==> src/rtl/cond_eval_unit.sv <==
// Status-flag register and ARM-style condition evaluator with branch select.
// Optional build macro CC_FORWARD_EN forwards cc_in into the check while S=1.
module cond_eval_unit (
    input  logic       clk,
    input  logic       rst_n,
    input  logic [3:0] cc_in,
    input  logic       S,
    input  logic [3:0] instr_condition,
    input  logic       b_instr,
    output logic [3:0] cc_out,
    output logic       asserted,
    output logic       choose_ta_r_nop
);

    logic [3:0] flags_eval;

    function automatic logic eval_cond(input logic [3:0] cond, input logic [3:0] f);
        logic n, z, c, v;
        logic hit;
        n = f[3];
        z = f[2];
        c = f[1];
        v = f[0];
        case (cond)
            4'b0000: hit = z;
            4'b0001: hit = !z;
            4'b0010: hit = c;
            4'b0011: hit = !c;
            4'b0100: hit = n;
            4'b0101: hit = !n;
            4'b0110: hit = v;
            4'b0111: hit = !v;
            4'b1000: hit = c & !z;
            4'b1001: hit = !c | z;
            4'b1010: hit = (n == v);
            4'b1011: hit = (n != v);
            4'b1100: hit = !z & (n == v);
            4'b1101: hit = z | (n != v);
            4'b1110: hit = 1'b1;
            default: hit = 1'b0;
        endcase
        return hit;
    endfunction

    // Status register: 1-cycle write latency, cleared asynchronously
    always_ff @(posedge clk or negedge rst_n) begin
        if (!rst_n) begin
            cc_out <= 4'b0000;
        end else if (S) begin
            cc_out <= cc_in;
        end
    end

`ifdef CC_FORWARD_EN
    // Same-cycle ALU flags win over the stored copy while they are being written
    assign flags_eval = S ? cc_in : cc_out;
`else
    assign flags_eval = cc_out;
`endif

    assign asserted        = eval_cond(instr_condition, flags_eval);
    assign choose_ta_r_nop = asserted & b_instr;

endmodule

==> config.mk <==
export PLATFORM = sky130hd
export DESIGN_NAME = cond_eval_unit
export DESIGN_NICKNAME = d
export VERILOG_FILES = /design/src/rtl/cond_eval_unit.sv
export SDC_FILE = /design/constraint.sdc
export NUM_CORES = 1
export LEC_CHECK = 0
export BUFFER_PORTS_ARGS = -buffer_cell sky130_fd_sc_hd__clkbuf_2
export CAP_MARGIN = 20
export CORE_AREA = 4 4 41 43
export DETAILED_ROUTE_END_ITERATION = 16
export DIE_AREA = 0 0 45 47
export PLACE_DENSITY = 0.6
export RECOVER_POWER = 50
export SLEW_MARGIN = 20
export SYNTH_ARGS = -nofsm -noshare
export SYNTH_HDL_FRONTEND = slang
export SYNTH_SLANG_ARGS = --single-unit
==> constraint.sdc <==
create_clock -name clk -period 1.9 [get_ports clk]
set_clock_uncertainty 0.1 [all_clocks]
set_input_delay 0.095 -clock clk [delete_from_list [all_inputs] [get_ports clk]]
set_output_delay 0.095 -clock clk [all_outputs]
set_load 0.005 [all_outputs]
==> metrics.txt, run 1 <==
run status complete, no violations; reg2reg start cc_out[3]$_DFFE_PN0P_; RePlAce Congestion ~0.66; RSZ-0062 raised after global routing no; CP startpoint kind register; CTS sink count 4; Synth Area in Simple Gates about 28%; CTS tree built; initial antenna violation count 0; critical path type register to primary output; Layout area overhead 49.3%; most flop-heavy register cc_out; FILL cells between 100 and 150; Via density 4.64; share of the clock period used by the worst path 94.8%; syn_area_per_cell 10.4 µm²; DR pass1 iterations 2; Die Area ~0.0021 mm²; Arrival @ worst endpoint roughly 1.6 ns; worst-margin pin slew roughly 0.25 ns; final count of negative-setup-slack endpoints 0; HP Class input port to register; Max FO, Critical Path 4; Cell Pwr Density between 500 and 600 mW/mm²; Post-Route WL approximately 830 µm; Yosys warnings 0; drt initial violations 1; Largest register FFs 4; Vias between 300 and 400; total CTS buffers 3; Hold Path End cc_out[1]$_DFFE_PN0P_; P_leak between 0.0002 and 0.00025 µW; DRC 0; XOR/XNOR share of the synthesized area 7.45%; Setup TNS Final 0 ns; adder-cell share of the synthesized area 0%; Clock power frac 33.4%; Int Pwr roughly 220 µW; clk_lat worst skew roughly 0.23 ns; Worst EP required approximately 1.7 ns; Core Region 0.00130 mm²; Reg2Reg Depth 1; dominant synthesized flop cell dfrtp_1; Max-Cap Viols 0; sequential area share after synthesis 28.4%; post-synth cell types 24; Final Max Tran Viols 0; vias in the first global route about 370; HPWL Detailed approximately 580 µm; mapped cell area approximately 350 µm²; mux cell area share after synthesis between 10% and 20%; Clock Tree Buf Depth 2; # H-tree levels 1; r2r setup slk around 0.96 ns; largest registers cc_out (4); Wirelength per Cell roughly 11 µm; Net Switching between 80 and 90 µW; Synth Area in Compound Gates between 10% and 20%; I/O Pins 18; gr ovfl total 0; Final Hold Viols 0; CP endpoint kind primary output; largest family of logic cells by synthesized area simple AND/OR/NAND/NOR gates; postcts setup bufs 0; Switching Fraction 27.9%; Worst Hold Launch S; number of synthesized flops with an enable pin 0; Slew Limit Headroom between 80% and 90%; Post-DRT Antenna Nets 0; Logic pwr share 31.4%; CTS clk-pin slew, worst paths around 0.040 ns; Seq pwr share between 30% and 40%; Die Ht approximately 47 µm; fraction of registers with async set/reset between 90% and 100%; IO Port Bufs 17; net count after synthesis 46; #FFs+latches synth 4; largest net degree at the start of global routing 11; Hold Crit Depth 2; Nets 72; layout cell share with drive strength beyond 1 48.3%; first-pass GRT wire length between 1000 and 1500 µm; number of diodes 0; Mapped Cells 34; gr usage total roughly a tenth; row cnt 13; Initial Util 27.1%; utilization after layout between 40% and 50%; crit path time final 1.80 ns; maximum VDD drop about 0.24 mV; Root Driver clkbuf_4; R2R Path End cc_out[3]$_DFFE_PN0P_; max frequency approximately 0.56 GHz; Horiz. Die Dim around 45 µm
[worst max-delay path, cell delays in order (launching register included)]
cell and delay (ns):
dfrtp_2 0.43, xor2_2 0.19, o2bb2ai_1 0.17, mux2i_1 0.30, a41oi_2 0.15, clkbuf_2 0.13
[final cells by class]
type                       instances  area [µm²]  area share (%)
inverter                           1        3.75           0.713
clock buffer                       3        22.5            4.28
tap                               15        18.8            3.56
sequential                         4         103            19.5
timing repair buffer              22         134            25.4
multi-input combinational         28         245            46.6
[cell families after synthesis]
kind of cell / count (synthesis)
and+or+nand+nor: 13
muxes: 6
DFF: 4
xor gates and xnor gates: 3
AOI/OAI and AO/OA: 6
buffers and inverters: 2
[worst max-delay path by stage]
| stage | from | endpoint | slack (ns) | cells after the start |
|---|---|---|---|---|
| 2_1_floorplan | cc_out[3]$_DFFE_PN0P_ | choose_ta_r_nop | 0.55 | 4 |
| 3_3_place_gp | cc_out[3]$_DFFE_PN0P_ | choose_ta_r_nop | 0.38 | 5 |
| 3_5_place_dp | cc_out[3]$_DFFE_PN0P_ | choose_ta_r_nop | 0.39 | 5 |
| 4_1_cts | cc_out[2]$_DFFE_PN0P_ | choose_ta_r_nop | 0.11 | 5 |
| 5_1_grt | cc_out[3]$_DFFE_PN0P_ | choose_ta_r_nop | 0.008 | 5 |
| 6_report | cc_out[3]$_DFFE_PN0P_ | choose_ta_r_nop | 0.1 | 5 |
[power by group through the flow]
stage | Clock (µW) | Sequential [µW] | Combinational [µW]
floorplan | 0 | 106 | 51.3
global placement | 0 | 106 | 87.6
detailed placement | 0 | 107 | 87.1
CTS | 107 | 106 | 95.6
global route | 108 | 110 | 108
finish | 103 | 108 | 96.5
[repair_timing]
item / in CTS / in global routing
hold buffers: 5 / 0
endpoints found under the setup margin: 0 / 1
hold endpoints to repair: 8 / 0
resized for setup: 0 / 3
[cells in the final DEF (no fill, tap or decap), drive strengths merged, types with 2 or more instances in the layout]
master	instances
clkbuf	20
dlygate4sd3	5
mux2	4
dfrtp	4
xor2	3
nor3b	3
a21oi	2
mux2i	2
or3	2
[synthesized netlist by cell type, drive strengths merged, types with 2 or more instances]
library cell / instances / area, µm²
mux2i: 2 / 20.0
a21oi: 2 / 10.0
nor3b: 3 / 27.5
xor2: 3 / 26.3
mux2: 4 / 45.0
or3: 2 / 17.5
dfrtp: 4 / 100
[stage by stage]
step | power [µW] | setup WS (ns) | hold slack [ns] | instance area, µm² | std cells
finish | 307 | 0.0997 | 0.0693 | 527 | 73
global route | 327 | 0.00825 | 0.0893 | 527 | 73
CTS | 308 | 0.106 | 0.0632 | 518 | 73
detailed placement | 194 | 0.388 | -0.192 | 445 | 65
global placement | 194 | 0.376 | -0.194 | 445 | 65
floorplan | 157 | 0.554 | -0.301 | 353 | 34
[layer usage]
layer	global-route usage (%)	part of all wire, %	vias to the layer above
met5	0	0	-
met4	5.26	0	0
met3	1.92	8.5	0
met2	16.9	50	14
met1	10.1	42	149
li1	-	-	176
No activity file was read; power rests on OpenSTA's default activity.
==> inputs of run 2 (changes only) <==
==> constraint.sdc (replaced) <==
create_clock -name clk -period 1.9 [get_ports clk]
set_clock_uncertainty 0.1 [all_clocks]
set_input_delay 0.19 -clock clk [delete_from_list [all_inputs] [get_ports clk]]
set_output_delay 0.19 -clock clk [all_outputs]
set_load 0.005 [all_outputs]
==> metrics.txt, run 2 (same netlist as run 1, synthesis figures left out) <==
CTS clk-pin slew, worst paths 0.04 ns (about the same); largest registers cc_out (4) (unchanged); Wirelength per Cell 11.9 µm (was 11.3 µm); # H-tree levels 1 (unchanged); CTS sink count 4 (unchanged); Cell Pwr Density 601 mW/mm² (was 583 mW/mm²); total CTS buffers 3 (unchanged); most flop-heavy register cc_out (unchanged); CTS tree built (unchanged); most common cell after layout, fill and taps aside clkbuf_2 (unchanged); overall power 310 µW (was 307 µW); Horiz. Die Dim 45 µm (unchanged); final count of negative-setup-slack endpoints 0 (unchanged); delay-heaviest family, CP flip-flops (unchanged); initial antenna violation count 0 (unchanged); Final Max Tran Viols 0 (unchanged); worst-margin pin slew 0.285 ns (was 0.253 ns); Die Ht 47 µm (unchanged); Largest register FFs 4 (unchanged); Max-Cap Viols 0 (unchanged); maximum VDD drop 0.264 mV (was 0.245 mV); run status complete, no violations (unchanged); Core Region 0.00130 mm² (unchanged); Initial Util 27.1% (unchanged); layout cell share with drive strength beyond 1 61.8% (was 48.3%); Nets 69 (was 72); RePlAce Congestion 0.665 (about the same); Post-Route WL 833 µm (was 828 µm); Layout area overhead 46.5% (was 49.3%); share of the clock period used by the worst path 98.4% (was 94.8%); first-pass GRT wire length 1300 µm (was 1440 µm); CP startpoint kind register (unchanged); Max FO, Critical Path 4 (unchanged); I/O Pins 18 (unchanged); row cnt 13 (unchanged); Vias 332 (was 339); Largest stage delay, worst path 0.43 ns (about the same); commonest non-fill, non-tap cells in the layout 15 x clkbuf_2, 3 x dfrtp_2, 3 x clkbuf_4 (was 16 x clkbuf_2, 5 x dlygate4sd3_1, 3 x clkbuf_4); Buf+Inv Stages, Crit Path 1 (unchanged); Worst EP required 1.61 ns (was 1.70 ns); DRC 0 (unchanged); drt initial violations 1 (unchanged); gr ovfl total 0 (unchanged); CP endpoint kind primary output (unchanged); utilization after layout 39.7% (was 40.5%); crit path time final 1.87 ns (was 1.80 ns); P_leak 0.000225 µW (was 0.000235 µW); DR pass1 iterations 4 (was 2); Final Hold Viols 0 (unchanged); Via density 4.74 (was 4.64); number of diodes 0 (unchanged); Post-DRT Antenna Nets 0 (unchanged); HPWL Detailed 584 µm (unchanged); largest net degree at the start of global routing 11 (unchanged); HP Class input port to register (unchanged); Root Driver clkbuf_4 (unchanged); crit path cell chain xor2_2 > o2bb2ai_2 > mux2i_2 > a41oi_2 > buf_2 (was xor2_2 > o2bb2ai_1 > mux2i_1 > a41oi_2 > clkbuf_2); Die Area 0.00212 mm² (unchanged); Slowest-stage cell, CP dfrtp_2 (unchanged); clk_lat worst skew 0.23 ns (about the same); IO Port Bufs 17 (unchanged); max frequency 0.535 GHz (was 0.555 GHz); gr usage total 8.31% (was 9.34%); critical path type register to primary output (unchanged); Clock Tree Buf Depth 2 (unchanged); Slew Limit Headroom 80.9% (was 82.7%); Arrival @ worst endpoint 1.58 ns (was 1.61 ns); vias in the first global route 340 (was 372); RSZ-0062 raised after global routing yes (was no)
[run 2: metal layers]
| metal | vias to the layer above | part of all wire (%) | GRT usage [%] |
|---|---|---|---|
| li1 | 171 | - | - |
| met1 | 145 | 40 | 9.61 |
| met2 | 16 | 49 | 13.6 |
| met3 | 0 | 10 | 2.30 |
| met4 | 0 | 0 | 5.26 |
| met5 | - | 0 | 0 |
[run 2: what timing repair did]
item / 4_1_cts / 5_1_grt
hold buffers: 1 / 0
hold endpoints to repair: 4 / 0
endpoints found under the setup margin: 0 / 2
buffers inserted: 0 / 1
resized for setup: 0 / 9
[run 2: power by group]
group / leakage, µW / internal (µW) / total (µW) / switching [µW]
combinational: 0.000168 / 56.4 / 101 / 44.4
clock: 0.0000138 / 70.4 / 102 / 31.3
sequential: 0.0000438 / 95.6 / 108 / 12.2
[run 2: area by class of cell]
type / instances / area, µm²
Clock buffer: 3 / 22.5
Sequential cell: 4 / 104
Inverter: 1 / 3.75
Fill cell: 138 / 785
Tap cell: 15 / 18.8
Timing Repair Buffer: 19 / 101
Multi-Input combinational cell: 28 / 267
[run 2: through the flow]
step	instance area [µm²]	worst slack [ns]	setup TNS [ns]	hold slack (ns)	std cells
after global routing	517	-0.0434	-0.0590	0.0888	70
after floorplan	353	0.459	0	-0.206	34
final	517	0.0295	0	0.0757	70
after detailed placement	445	0.293	0	-0.0968	65
after global placement	445	0.281	0	-0.0988	65
after CTS	478	0.0114	0	0.0682	69
[run 2: final timing paths]
kind | startpoint | endpoint | slack [ns] | depth (start not counted)
setup reg to reg | cc_out[0]$_DFFE_PN0P_ | cc_out[0]$_DFFE_PN0P_ | 0.86 | 2
min in group asynchronous | rst_n | cc_out[1]$_DFFE_PN0P_ | 0.23 | 2
max in group asynchronous | rst_n | cc_out[0]$_DFFE_PN0P_ | 1.26 | 2
hold / removal | cc_in[1] | cc_out[1]$_DFFE_PN0P_ | 0.08 | 2
hold reg to reg | cc_out[1]$_DFFE_PN0P_ | cc_out[1]$_DFFE_PN0P_ | 0.46 | 1
setup / recovery | cc_out[0]$_DFFE_PN0P_ | choose_ta_r_nop | 0.03 | 5
[run 2: worst reg2reg max path, cell delays in order, from the launching register on]
cell	delay, ns
dfrtp_2	0.43
buf_4	0.14
mux2_2	0.25
